==> config.mk <==
export PLATFORM = sky130hd
export DESIGN_NAME = uart_rx
export DESIGN_NICKNAME = d
export VERILOG_FILES = /design/src/rtl/uart_pkg.sv /design/src/rtl/uart_rx_sync2.sv /design/src/rtl/uart_rx.sv
export SDC_FILE = /design/constraint.sdc
export NUM_CORES = 1
export LEC_CHECK = 0
export ABC_CLOCK_PERIOD_IN_PS = 4900
export CORE_MARGIN = 1
export CORE_UTILIZATION = 40
export DETAILED_ROUTE_END_ITERATION = 6
export PLACE_DENSITY = 0.69
export SLEW_MARGIN = 20
export SYNTH_ARGS = -nofsm -noshare
export SYNTH_HDL_FRONTEND = slang
export SYNTH_HIERARCHICAL = 1
export SYNTH_SLANG_ARGS = --single-unit
==> constraint.sdc <==
create_clock -name clock -period 4.9 [get_ports clock]
set_input_delay 0.735 -clock clock [delete_from_list [all_inputs] [get_ports clock]]
set_output_delay 0.735 -clock clock [all_outputs]
set_load 0.05 [all_outputs]
==> src/rtl/uart_pkg.sv <==
// Shared UART definitions: state encodings and the default bit period,
// kept here so a future transmitter can reuse them.
package uart_pkg;

    // 12 MHz system clock / 115200 baud
    localparam int unsigned UART_CLOCKS_PER_BIT_DEFAULT = 104;

    localparam logic [2:0] ST_IDLE      = 3'd0;
    localparam logic [2:0] ST_START     = 3'd1;
    localparam logic [2:0] ST_DATA      = 3'd2;
    localparam logic [2:0] ST_PARITY    = 3'd3;
    localparam logic [2:0] ST_STOP      = 3'd4;
    localparam logic [2:0] ST_WAIT_HIGH = 3'd5;

    typedef enum logic [2:0] {
        IDLE      = ST_IDLE,
        START     = ST_START,
        DATA      = ST_DATA,
        PARITY    = ST_PARITY,
        STOP      = ST_STOP,
        WAIT_HIGH = ST_WAIT_HIGH
    } uart_state_t;

    // High when byte plus received parity bit do not form even parity
    function automatic logic even_parity_bad(input logic [7:0] b, input logic p);
        return ^{b, p};
    endfunction

endpackage

==> src/rtl/uart_rx_sync2.sv <==
// Two-flop synchronizer for the asynchronous RX line. Both flops reset to 1
// so the line looks idle while reset is applied.
module sync2 (
    input  logic clock,
    input  logic reset,
    input  logic d,
    output logic q
);

    logic r_meta;
    logic r_q;

    // Double-register the asynchronous input
    always_ff @(posedge clock) begin
        if (reset) begin
            r_meta <= 1'b1;
            r_q    <= 1'b1;
        end else begin
            r_meta <= d;
            r_q    <= r_meta;
        end
    end

    assign q = r_q;

endmodule

==> src/rtl/uart_rx.sv <==
// UART receiver, 8 data bits LSB-first, 1 stop bit, with a one-entry holding
// register (valid/ready), framing error pulse and sticky overrun flag.
// Optional even parity bit is enabled by defining UART_RX_PARITY_EN; without
// it the frame is 8N1 and parity_error is tied low.
module uart_rx
    import uart_pkg::*;
#(
    parameter int unsigned CLOCKS_PER_BIT = UART_CLOCKS_PER_BIT_DEFAULT  // 8..65535
) (
    input  logic       clock,
    input  logic       reset,
    input  logic       rx,
    output logic [7:0] data,
    output logic       valid,
    input  logic       ready,
    output logic       framing_error,
    output logic       overrun,
    output logic       parity_error
);

    localparam logic [15:0] HALF_COUNT = 16'(CLOCKS_PER_BIT / 2);
    localparam logic [15:0] LAST_COUNT = 16'(CLOCKS_PER_BIT - 1);

    logic        w_rx_s;
    logic        w_par_ok;

    uart_state_t r_state;
    logic [15:0] r_count;
    logic [2:0]  r_bit_idx;
    logic [7:0]  r_shift;
    logic [7:0]  r_data;
    logic        r_valid;
    logic        r_framing_error;
    logic        r_overrun;
    logic        r_rx_prev;
    logic [1:0]  r_settle;
`ifdef UART_RX_PARITY_EN
    logic        r_parity_error;
    logic        r_par_bad;
`endif

    sync2 u_sync2 (
        .clock (clock),
        .reset (reset),
        .d     (rx),
        .q     (w_rx_s)
    );

`ifdef UART_RX_PARITY_EN
    assign w_par_ok     = ~r_par_bad;
    assign parity_error = r_parity_error;
`else
    assign w_par_ok     = 1'b1;
    assign parity_error = 1'b0;
`endif

    assign data          = r_data;
    assign valid         = r_valid;
    assign framing_error = r_framing_error;
    assign overrun       = r_overrun;

    // Receive FSM, edge detector and holding register with registered flags
    always_ff @(posedge clock) begin
        if (reset) begin
            r_state         <= IDLE;
            r_count         <= 16'd0;
            r_bit_idx       <= 3'd0;
            r_data          <= 8'h00;
            r_valid         <= 1'b0;
            r_framing_error <= 1'b0;
            r_overrun       <= 1'b0;
            r_rx_prev       <= 1'b0;
            r_settle        <= 2'd0;
`ifdef UART_RX_PARITY_EN
            r_parity_error  <= 1'b0;
            r_par_bad       <= 1'b0;
`endif
        end else begin
            r_framing_error <= 1'b0;
`ifdef UART_RX_PARITY_EN
            r_parity_error  <= 1'b0;
`endif
            // The synchronizer's forced-high reset value would otherwise look
            // like a falling edge when the line is already low after reset, so
            // edge history only starts once real samples reach rx_s.
            if (r_settle != 2'd2) begin
                r_settle <= r_settle + 2'd1;
            end else begin
                r_rx_prev <= w_rx_s;
            end

            // Consumer handshake; a byte loaded below in the same cycle wins
            if (r_valid && ready) begin
                r_valid <= 1'b0;
            end

            case (r_state)
                IDLE: begin
                    if (r_rx_prev && !w_rx_s) begin
                        r_state <= START;
                        r_count <= 16'd0;
                    end
                end
                START: begin
                    if (r_count == HALF_COUNT) begin
                        r_count   <= 16'd0;
                        r_bit_idx <= 3'd0;
                        r_state   <= w_rx_s ? IDLE : DATA;
                    end else begin
                        r_count <= r_count + 16'd1;
                    end
                end
                DATA: begin
                    if (r_count == LAST_COUNT) begin
                        r_count <= 16'd0;
                        r_shift <= {w_rx_s, r_shift[7:1]};
                        if (r_bit_idx == 3'd7) begin
`ifdef UART_RX_PARITY_EN
                            r_state <= PARITY;
`else
                            r_state <= STOP;
`endif
                        end else begin
                            r_bit_idx <= r_bit_idx + 3'd1;
                        end
                    end else begin
                        r_count <= r_count + 16'd1;
                    end
                end
`ifdef UART_RX_PARITY_EN
                PARITY: begin
                    if (r_count == LAST_COUNT) begin
                        r_count        <= 16'd0;
                        r_par_bad      <= even_parity_bad(r_shift, w_rx_s);
                        r_parity_error <= even_parity_bad(r_shift, w_rx_s);
                        r_state        <= STOP;
                    end else begin
                        r_count <= r_count + 16'd1;
                    end
                end
`endif
                STOP: begin
                    if (r_count == LAST_COUNT) begin
                        r_count <= 16'd0;
                        if (w_rx_s) begin
                            r_state <= IDLE;
                            if (w_par_ok) begin
                                if (!r_valid || ready) begin
                                    r_data  <= r_shift;
                                    r_valid <= 1'b1;
                                end else begin
                                    r_overrun <= 1'b1;
                                end
                            end
                        end else begin
                            r_framing_error <= 1'b1;
                            r_state         <= WAIT_HIGH;
                        end
                    end else begin
                        r_count <= r_count + 16'd1;
                    end
                end
                WAIT_HIGH: begin
                    if (w_rx_s) begin
                        r_state <= IDLE;
                    end
                end
                default: begin
                    r_state <= IDLE;
                end
            endcase
        end
    end

endmodule

==> results by group <==
STA
  – Crit path time final: ~2.5 ns
  – Worst slew pin tran: between 1 and 1.5 ns
  – Relative slew slack: 0.309
  – Worst hold slack: about 0.41 ns
  – Hold violation total from the final report: 0
  – Fmax: 0.400 GHz
  – Final setup fails: 0
  – Fin. max-slew vios: 0
  – Period utilisation layout: 0.510
  – Clock Skews: a little under 0.005 ns
  – RSZ-0062 raised after global routing: no
  – TNS Setup: 0 ns

Placement
  – Final Wtd Congestion: 0.775
  – Placed Cells: between 200 and 300
  – Dpl hpwl: ~2.5 mm
  – Number of port buffers: 14

Synthesis
  – Most frequent cells after synthesis: dfxtp_1, nor2_1, nand2_1
  – Mapped Avg Cell Area: ~10 µm²
  – Post-synth top area share: 0.359
  – Seq/Total Area, Yosys: 0.472
  – Post-Syn Instances: between 200 and 250
  – Post-synth EDFFs: 8
  – Yosys warns: 6
  – Post-synth top flop: dfxtp_1
  – Post-Syn Nets: 221
  – Area leader, netlist: dfxtp_1
  – Async set or reset register ratio after synthesis: 0
  – Synth unique cells: between 40 and 50
  – Mapped cell area: 2120 µm²
  – Number of synthesized register bits: between 40 and 50
  – Top post-synthesis cells by area: dfxtp_1, edfxtp_1, mux2i_1
  – Most common cell in the netlist: dfxtp_1

Layout
  – Layout cell share with drive strength beyond 1: 0.101
  – NumNets Final: ~240
  – Layout area overhead: 13.6%
  – Non-filler instance count after layout: slightly below 300
  – Fillers: between 400 and 500
  – Number of diodes: 0

Clocking
  – Worst-Skew Late Latency: 0.30 ns
  – Clk root buf: clkbuf_8
  – H-tree Lvls: 2
  – CTS clk-pin slew, worst paths: 0.08 ns
  – Post-CTS setup buffers: 0
  – # hold bufs at CTS: 0
  – TritonCTS buffer count: 5
  – Clk sink count: between 40 and 50
  – CTS resizes: 0
  – CTS Buffer Depth: 2
  – CTS tree: done

Routing
  – # DRC: 0
  – Vias per cell: ~5
  – Via count: 1491
  – Drt first pass iters: 4
  – Antenna viol nets, final: 0
  – Detailed Route WL: about 3.5 mm
  – Routed len/inst: approximately 12 µm
  – DR iter-0 viols: between 100 and 150

Critical path
  – Crit. End Element: register
  – CP Data Arrival Time: between 2 and 3 ns
  – Type of the worst setup path: register to register
  – Max FO, Critical Path: 14
  – RR Startpoint: r_count[0]
  – CP Cell Sequence: ha_1 > and3b_1 > nand4_4 > a22o_1 > o21bai_1 > o21ba_2
  – CP max-delay cell: o21bai_1
  – CP delay by family, top: compound AO/OA/AOI/OAI gates
  – CP startpoint: r_count[0]
  – Crit start category: register
  – Worst path buffer plus inverter count: 0
  – Critical Path RT: approximately 5.1 ns
  – Crit path largest cell delay: around 0.79 ns

Power and ir drop
  – PD cells: roughly 320 nW/µm²
  – Total power: 0.780 mW
  – Worst VDD drop: around 140 µV
  – P_leak: ~0.84 nW

Status
  – Status: finished clean

GRT
  – First-pass GRT wire length: slightly above 6 mm
  – Initial antenna violation count: 0
  – Pin count of the biggest net entering global routing: 29
  – Vias in the first global route: 1363
  – Overflow left after global routing: 0
  – Tot GR Track Use: 0.145

Die
  – Placement Rows: 26
  – Chip width: around 75 µm
  – I/O pin count: 16
  – Initial Util: 0.415
  – Core area: 5110 µm²
  – Die Ht: ~75 µm
  – Die Area: between 5000 and 6000 µm²

Min path
  – HP Class: register to register
  – Critical hold path startpoint: u_sync2/r_meta

Flow run
  – Max_cap viols: 0
[layer usage]
metal | global-route usage | routed length (µm)
met5 | 0 | 0
met4 | 0.0566 | 46
met3 | 0.0321 | 89
met2 | 0.221 | 1630
met1 | 0.200 | 1770
[per-stage QoR]
stage / instance area (µm²) / setup WS, ns / util
after global placement: 2320 / 2.33 / 0.454
final: 2410 / 2.40 / 0.472
after floorplan: 2120 / 2.78 / -
after detailed placement: 2320 / 2.25 / 0.454
after global routing: 2410 / 2.18 / 0.472
after CTS: 2410 / 2.37 / 0.472
[where the power goes]
| group | switching, mW | internal (mW) | leakage (nW) |
|---|---|---|---|
| Sequential | 0.0204 | 0.401 | 0.379 |
| Combinational | 0.0763 | 0.0549 | 0.413 |
| Clock | 0.127 | 0.100 | 0.0441 |
[sequential cells by signal (all words and copies together) (netlist names)]
register / cells
r_count: 16
data: 8
r_shift: 8
r_bit_idx: 3
r_state: 3
r_settle: 2
framing_error: 1
overrun: 1
r_rx_prev: 1
u_sync2/q: 1
u_sync2/r_meta: 1
valid: 1
[cell families (layout without fill, tap and decap cells)]
family,count (synthesis),after routing,synth area share
adder cells (fa/ha/maj),6,6,0.0342
XOR/XNOR,12,12,0.0496
multiplexers,12,12,0.0572
other,1,1,0.00177
flip-flops,46,46,0.472
AO/OA/AOI/OAI,29,29,0.101
buffers and inverters,14,29,0.0283
AND/OR/NAND/NOR,92,92,0.256
[path summary, 6_finish.rpt]
path | to | slack [ns] | depth (start not counted)
max | r_count[15] | 2.40 | 6
min | u_sync2/q | 0.41 | 1
max reg2reg | r_count[15] | 2.40 | 6
min reg2reg | u_sync2/q | 0.41 | 1
[layout make-up]
type	count	area [µm²]	share of cell area
Tap cell	70	87.6	0.0364
Clock buffer	5	68.8	0.0286
Inverter	6	22.5	0.00935
Multi-Input combinational cell	152	1060	0.440
Timing Repair Buffer	15	148	0.0613
Clock inverter	3	21.3	0.00883
Sequential cell	46	1000	0.416
[cell usage in the layout (no fill, tap or decap), types with 2 or more instances in the layout]
cell             count
ha_1                 5
nor3_1               7
or3_1                2
nor2_1              26
dfxtp_1             38
edfxtp_1             8
nor2b_1              4
and3b_1              2
nand4_1              7
and4_1               2
o21ba_2              2
mux2i_1             11
nand2b_1             7
a41oi_1              2
nor4_4               3
clkbuf_8             5
inv_1                6
a21oi_1             11
o21ai_0              4
nand2_1             15
clkdlybuf4s50_1     14
or2_1                2
nand3_1              7
xor2_1              11
Note: power is estimated with default switching activity, not from simulation.
==> edit 1, RTL diff (same settings) <==
Add a define of `UART_RX_PARITY_EN`.
--- a/src/rtl/uart_rx.sv
+++ b/src/rtl/uart_rx.sv
@@ -2,6 +2,8 @@
 // register (valid/ready), framing error pulse and sticky overrun flag.
 // Optional even parity bit is enabled by defining UART_RX_PARITY_EN; without
 // it the frame is 8N1 and parity_error is tied low.
+`define UART_RX_PARITY_EN
+
 module uart_rx
     import uart_pkg::*;
 #(
Function: same outputs for any inputs over 10 cycles, from zero or initial values and one cycle with reset high; that may be too few to reach the edited logic, so the function may still have changed.
==> edit 1 against the unedited design <==
- area after synthesis is 7.0% higher
- utilization is 0.22 points lower
- sequential cell count is 2 higher
- first-iteration DRC count is 18% lower
- global-route usage is 1.6 points higher
- register-to-register slack better by 0.43 ns
- setup slack better by 0.30 ns
- maximum frequency is 14% higher
- critical path type is now reg -> out
- routed wire length is 24% higher
- critical endpoint is now data[4]
- design area is 6.6% higher
Power is not compared: it rests on default switching activity, and its combinational part moved more than twofold at a synthesized area within 25%.
==> edit 1: results (changes against the unedited design) <==
stage,metric,value,unit,change
logic_synthesis,async_flop_share,0,,unchanged
detailed_routing,wl_per_cell,13.6,um,was 11.9 um
logic_synthesis,syn_inst,234,,was 212
grt,grt_pass1_wl,7540,um,was 6200 um
worst_setup_path,slowest_delay,0.81,ns,was 0.79 ns
worst_setup_path,crit_family,buffers and inverters,,was compound AO/OA/AOI/OAI gates
logic_synthesis,yosys_warnings,6,,unchanged
logic_synthesis,synth_edf_count,8,,unchanged
final_layout,antenna_cells,0,,unchanged
worst_setup_path,cp_slowest_cell,clkdlybuf4s50_1,,was o21bai_1
detailed_routing,finalWirelength,4400,um,was 3540 um
outcome,status,"finished, final reports clean",,unchanged
detailed_routing,first_pass_iters,4,,unchanged
clock_network,cts_resized,0,,unchanged
clock_network,cts_setup_buffers,0,,unchanged
clock_network,cts_buffer_depth,2,,unchanged
detailed_routing,first_iter_violations,103,,was 126
grt,grt_pass1_vias,1635,,was 1363
logic_synthesis,syn_nets,243,,was 221
grt,grt_max_degree,26,,was 29
power,netSwitchingPower,0.000177,W,
clock_network,clock_latency,0.30,ns,about the same
clock_network,root_buffer,clkbuf_8,,unchanged
clock_network,numCtsBuffers,5,,unchanged
final_layout,post-route-util,0.469,,was 0.472
sta,clock-skew-final,0.0113,ns,was 0.00497 ns
final_layout,nNetsFinal,259,,was 235
placed_design,dp_cells,315,,was 289
final_layout,largest_register,r_count,,unchanged
placed_design,gp_congestion,0.800,,was 0.775
clock_network,cts_max_level,2,,unchanged
grt,antenna_found_initial,0,,unchanged
detailed_routing,via_per_inst,5.39,,was 5.02
worst_hold_path,min_path_type,reg -> reg,,unchanged
power,ir_drop,207,uV,
logic_synthesis,synth_common_cells,"40 x dfxtp_1, 28 x nor2_1, 18 x nand2_1",,"was 38 x dfxtp_1, 26 x nor2_1, 15 x nand2_1"
logic_synthesis,ys_types,55,,was 47
final_layout,drive_gt1_frac,0.104,,was 0.101
final_layout,largest_reg_flops,16,,unchanged
placed_design,port_buffers,15,,was 14
placed_design,hpwlAfterDp,3090,um,was 2490 um
placed_design,post-place-ws,2.53,ns,was 2.25 ns
grt,grt_use_total,0.161,,was 0.145
clock_network,clk_pin_slew,0.09,ns,
logic_synthesis,synthTopCellsByArea,"dfxtp_1 35%, edfxtp_1 11%, mux2i_1 4.9%",,"was dfxtp_1 36%, edfxtp_1 11%, mux2i_1 5.2%"
worst_setup_path,worstPathMaxFanout,2,,was 14
power,p_leak,0.876,nW,
logic_synthesis,ys_seq_area_frac,0.459,,was 0.472
sta,worst_slew_pin_slew,0.718,ns,was 1.03 ns
placed_design,place_area,0.00248,sq mm,was 0.00232 sq mm
-- edit 1: cell types whose count changed after synthesis, moves of 4 or more --
cell,before,now
xor2_1,11,3
o21ai_0,4,8
nand2b_1,7,2
xnor2_1,1,6
a31oi_1,0,6
nor4_1,0,5
-- edit 1: per-layer routing --
layer,vias to the layer above,global-route usage,wire (um)
met3,9,0.0369,154
met5,-,0,0
met4,0,0.0698,95
li1,878,-,-
met2,28,0.257,2060
met1,825,0.206,2080
-- edit 1: cell type report --
type / count / area (sq um)
timing repair buffer: 17 / 165
fill: 549 / 2900
multi-input combinational: 172 / 1160
tap: 72 / 90.1
clock buffer: 5 / 68.8
sequential: 48 / 1040
inverter: 6 / 22.5
clock inverter: 3 / 17.5
-- edit 1: worst paths after layout --
path / cells after the start / startpoint / to / slack (ns)
max reg2reg: 5 / r_count[5] / r_count[3] / 2.83
min: 1 / u_sync2/r_meta / u_sync2/q / 0.41
max: 1 / data[4] / data[4] / 2.70
min reg2reg: 1 / u_sync2/r_meta / u_sync2/q / 0.41
-- edit 1: kinds of logic (layout without fill, tap and decap cells) --
group,after synthesis,in the layout,synth area share
AND/OR/NAND/NOR,101,101,0.260
flip-flops,48,48,0.459
AO/OA/AOI/OAI,45,45,0.132
buffers and inverters,14,31,0.0281
multiplexers,11,11,0.0485
XOR/XNOR,10,10,0.0447
adder cells (fa/ha/maj),5,5,0.0276
-- edit 1: power by group through the flow --
stage | clock, W | sequential (W) | combinational (W)
2_1_floorplan | 0 | 0.000426 | 0.0000506
3_3_place_gp | 0 | 0.000429 | 0.0000595
3_5_place_dp | 0 | 0.000429 | 0.0000622
4_1_cts | 0.000240 | 0.000420 | 0.0000631
5_1_grt | 0.000257 | 0.000422 | 0.0000713
6_report | 0.000233 | 0.000420 | 0.0000618
==> edit 2, RTL diff (config.mk and constraints unchanged) <==
Without the edit above. Add an input register stage for `rx`, with the module's reset; this delays it by one clock. The other inputs are not delayed to match.
--- a/src/rtl/uart_rx.sv
+++ b/src/rtl/uart_rx.sv
@@ -21,6 +21,16 @@
     localparam logic [15:0] HALF_COUNT = 16'(CLOCKS_PER_BIT / 2);
     localparam logic [15:0] LAST_COUNT = 16'(CLOCKS_PER_BIT - 1);
 
+    logic rx_q;
+
+    always_ff @(posedge clock) begin
+        if (reset) begin
+            rx_q <= '0;
+        end else begin
+            rx_q <= rx;
+        end
+    end
+
     logic        w_rx_s;
     logic        w_par_ok;
 
@@ -42,7 +52,7 @@
     sync2 u_sync2 (
         .clock (clock),
         .reset (reset),
-        .d     (rx),
+        .d     (rx_q),
         .q     (w_rx_s)
     );
 
Check against the original RTL: no difference found for any inputs over 10 cycles, from zero or initial values and one cycle with reset high; that may be too few to reach the edited logic, so the function may still have changed.
==> edit 2 against the unedited design <==
- setup slack got worse by 0.15 ns
- utilization increased by 0.97 points
- synthesized cell count increased by 5.2%
- via count increased by 4.8%
- final cell count increased by 3.7%
- first-iteration DRC count increased by 13%
- combinational power decreased by 5%
- routed wire length increased by 8.7%
- design area increased by 4.0%
- power increased by 7.8%
- count of clock-buffer cells in the layout unchanged
- area after synthesis increased by 3.3%
- sequential cell count increased by 1
==> edit 2: results (changes against the unedited design) <==
stage,metric,value,unit,change
detailed_routing,finalWirelength,3850,um,was 3540 um
sta,hold_viol,0,,unchanged
final_layout,nNetsFinal,246,,was 235
worst_setup_path,slowest_delay,0.49,ns,was 0.79 ns
grt,antenna_found_initial,0,,unchanged
grt,grt_max_degree,35,,was 29
final_layout,largest_register,r_count,,unchanged
placed_design,hpwlAfterDp,2620,um,was 2490 um
clock_network,cts_max_level,2,,unchanged
power,p_leak,0.840,nW,was 0.836 nW
grt,grt_pass1_wl,6910,um,was 6200 um
logic_synthesis,ys_seq_area_frac,0.466,,was 0.472
worst_hold_path,min_to,u_sync2/r_meta,,was u_sync2/q
grt,grt_pass1_vias,1448,,was 1363
clock_network,cts_setup_buffers,0,,unchanged
clock_network,cts_resized,0,,unchanged
detailed_routing,num_vias,1563,,was 1491
sta,worst_slew_pin_slew,0.678,ns,was 1.03 ns
logic_synthesis,ys_types,44,,was 47
sta,clock-skew-final,0.00967,ns,was 0.00497 ns
worst_setup_path,arrival,2.59,ns,was 2.70 ns
final_layout,drive_gt1_frac,0.0840,,was 0.101
outcome,status,"finished, final reports clean",,unchanged
logic_synthesis,synth_common_cells,"39 x dfxtp_1, 36 x nor2_1, 14 x nand2_1",,"was 38 x dfxtp_1, 26 x nor2_1, 15 x nand2_1"
detailed_routing,first_iter_violations,142,,was 126
placed_design,gp_congestion,0.821,,was 0.775
worst_setup_path,r2r-start,r_count[1],,was r_count[0]
worst_setup_path,cp_slowest_cell,nor2_1,,was o21bai_1
placed_design,place_area,0.00239,sq mm,was 0.00232 sq mm
clock_network,cts_buffer_depth,2,,unchanged
logic_synthesis,syn_nets,232,,was 221
logic_synthesis,synthTopCellsByArea,"dfxtp_1 36%, edfxtp_1 11%, nor2_1 6.2%",,"was dfxtp_1 36%, edfxtp_1 11%, mux2i_1 5.2%"
worst_setup_path,worstPathMaxFanout,34,,was 14
worst_setup_path,crit_family,simple AND/OR/NAND/NOR gates,,was compound AO/OA/AOI/OAI gates
worst_hold_path,min-delay-start,rx_q,,was u_sync2/r_meta
worst_setup_path,r2r_slack,2.80,ns,was 2.40 ns
power,ir_drop,126,uV,was 135 uV
logic_synthesis,ys.flop_type,dfxtp_1,,unchanged
grt,grt_use_total,0.149,,was 0.145
worst_setup_path,r2r-end,data[1],,was r_count[15]
-- edit 2: report_power, final --
part	internal, W	leakage, nW	switching [W]	total [W]
clock network	0.000155	0.0587	0.000138	0.000292
logic	0.0000466	0.394	0.0000774	0.000124
registers	0.000408	0.387	0.0000165	0.000425
-- edit 2: per-stage QoR --
stage	hold slack (ns)	power, W	instances	setup slack, ns	util
detailed placement	0.393	0.000558	300	1.92	0.459
finish	0.413	0.000841	308	2.25	0.481
global placement	0.391	0.000556	300	1.99	0.459
floorplan	0.383	0.000531	223	2.88	-
global route	0.415	0.000892	308	2.06	0.481
CTS	0.410	0.000848	308	2.24	0.481
-- edit 2: cells by family after synthesis --
family	Yosys count	share of synthesized area
fa+ha+maj	6	0.0331
mux	13	0.0594
buf+inv	15	0.0291
other cells	1	0.00171
compound gates	22	0.0840
flops	47	0.466
simple gates	106	0.275
xor+xnor	13	0.0520
-- edit 2: metal layers --
metal  routed length (um)  global-route usage  vias to the layer above
met2                 1730               0.229                       27
met5                    0                   0                        -
met1                 1920               0.201                      714
li1                     -                   -                      813
met3                  122              0.0323                        9
met4                   76              0.0635                        0
-- edit 2: worst max-delay path by stage --
stage          start    endpoint  depth (start not counted)
4_1_cts        reset  r_shift[5]                          6
3_3_place_gp   reset  r_shift[2]                          6
5_1_grt        reset  r_shift[5]                          6
2_1_floorplan  reset  r_shift[0]                          4
6_report       reset  r_shift[5]                          6
3_5_place_dp   reset  r_shift[2]                          6
-- edit 2: layout make-up --
class                           count  area, sq um
Clock inverter                      3         47.5
Inverter                            7         26.3
Multi-Input combinational cell    161         1110
Fill cell                         506         2700
Sequential cell                    47         1020
Timing Repair Buffer               15          148
Clock buffer                        5         68.8
Tap cell                           70         87.6
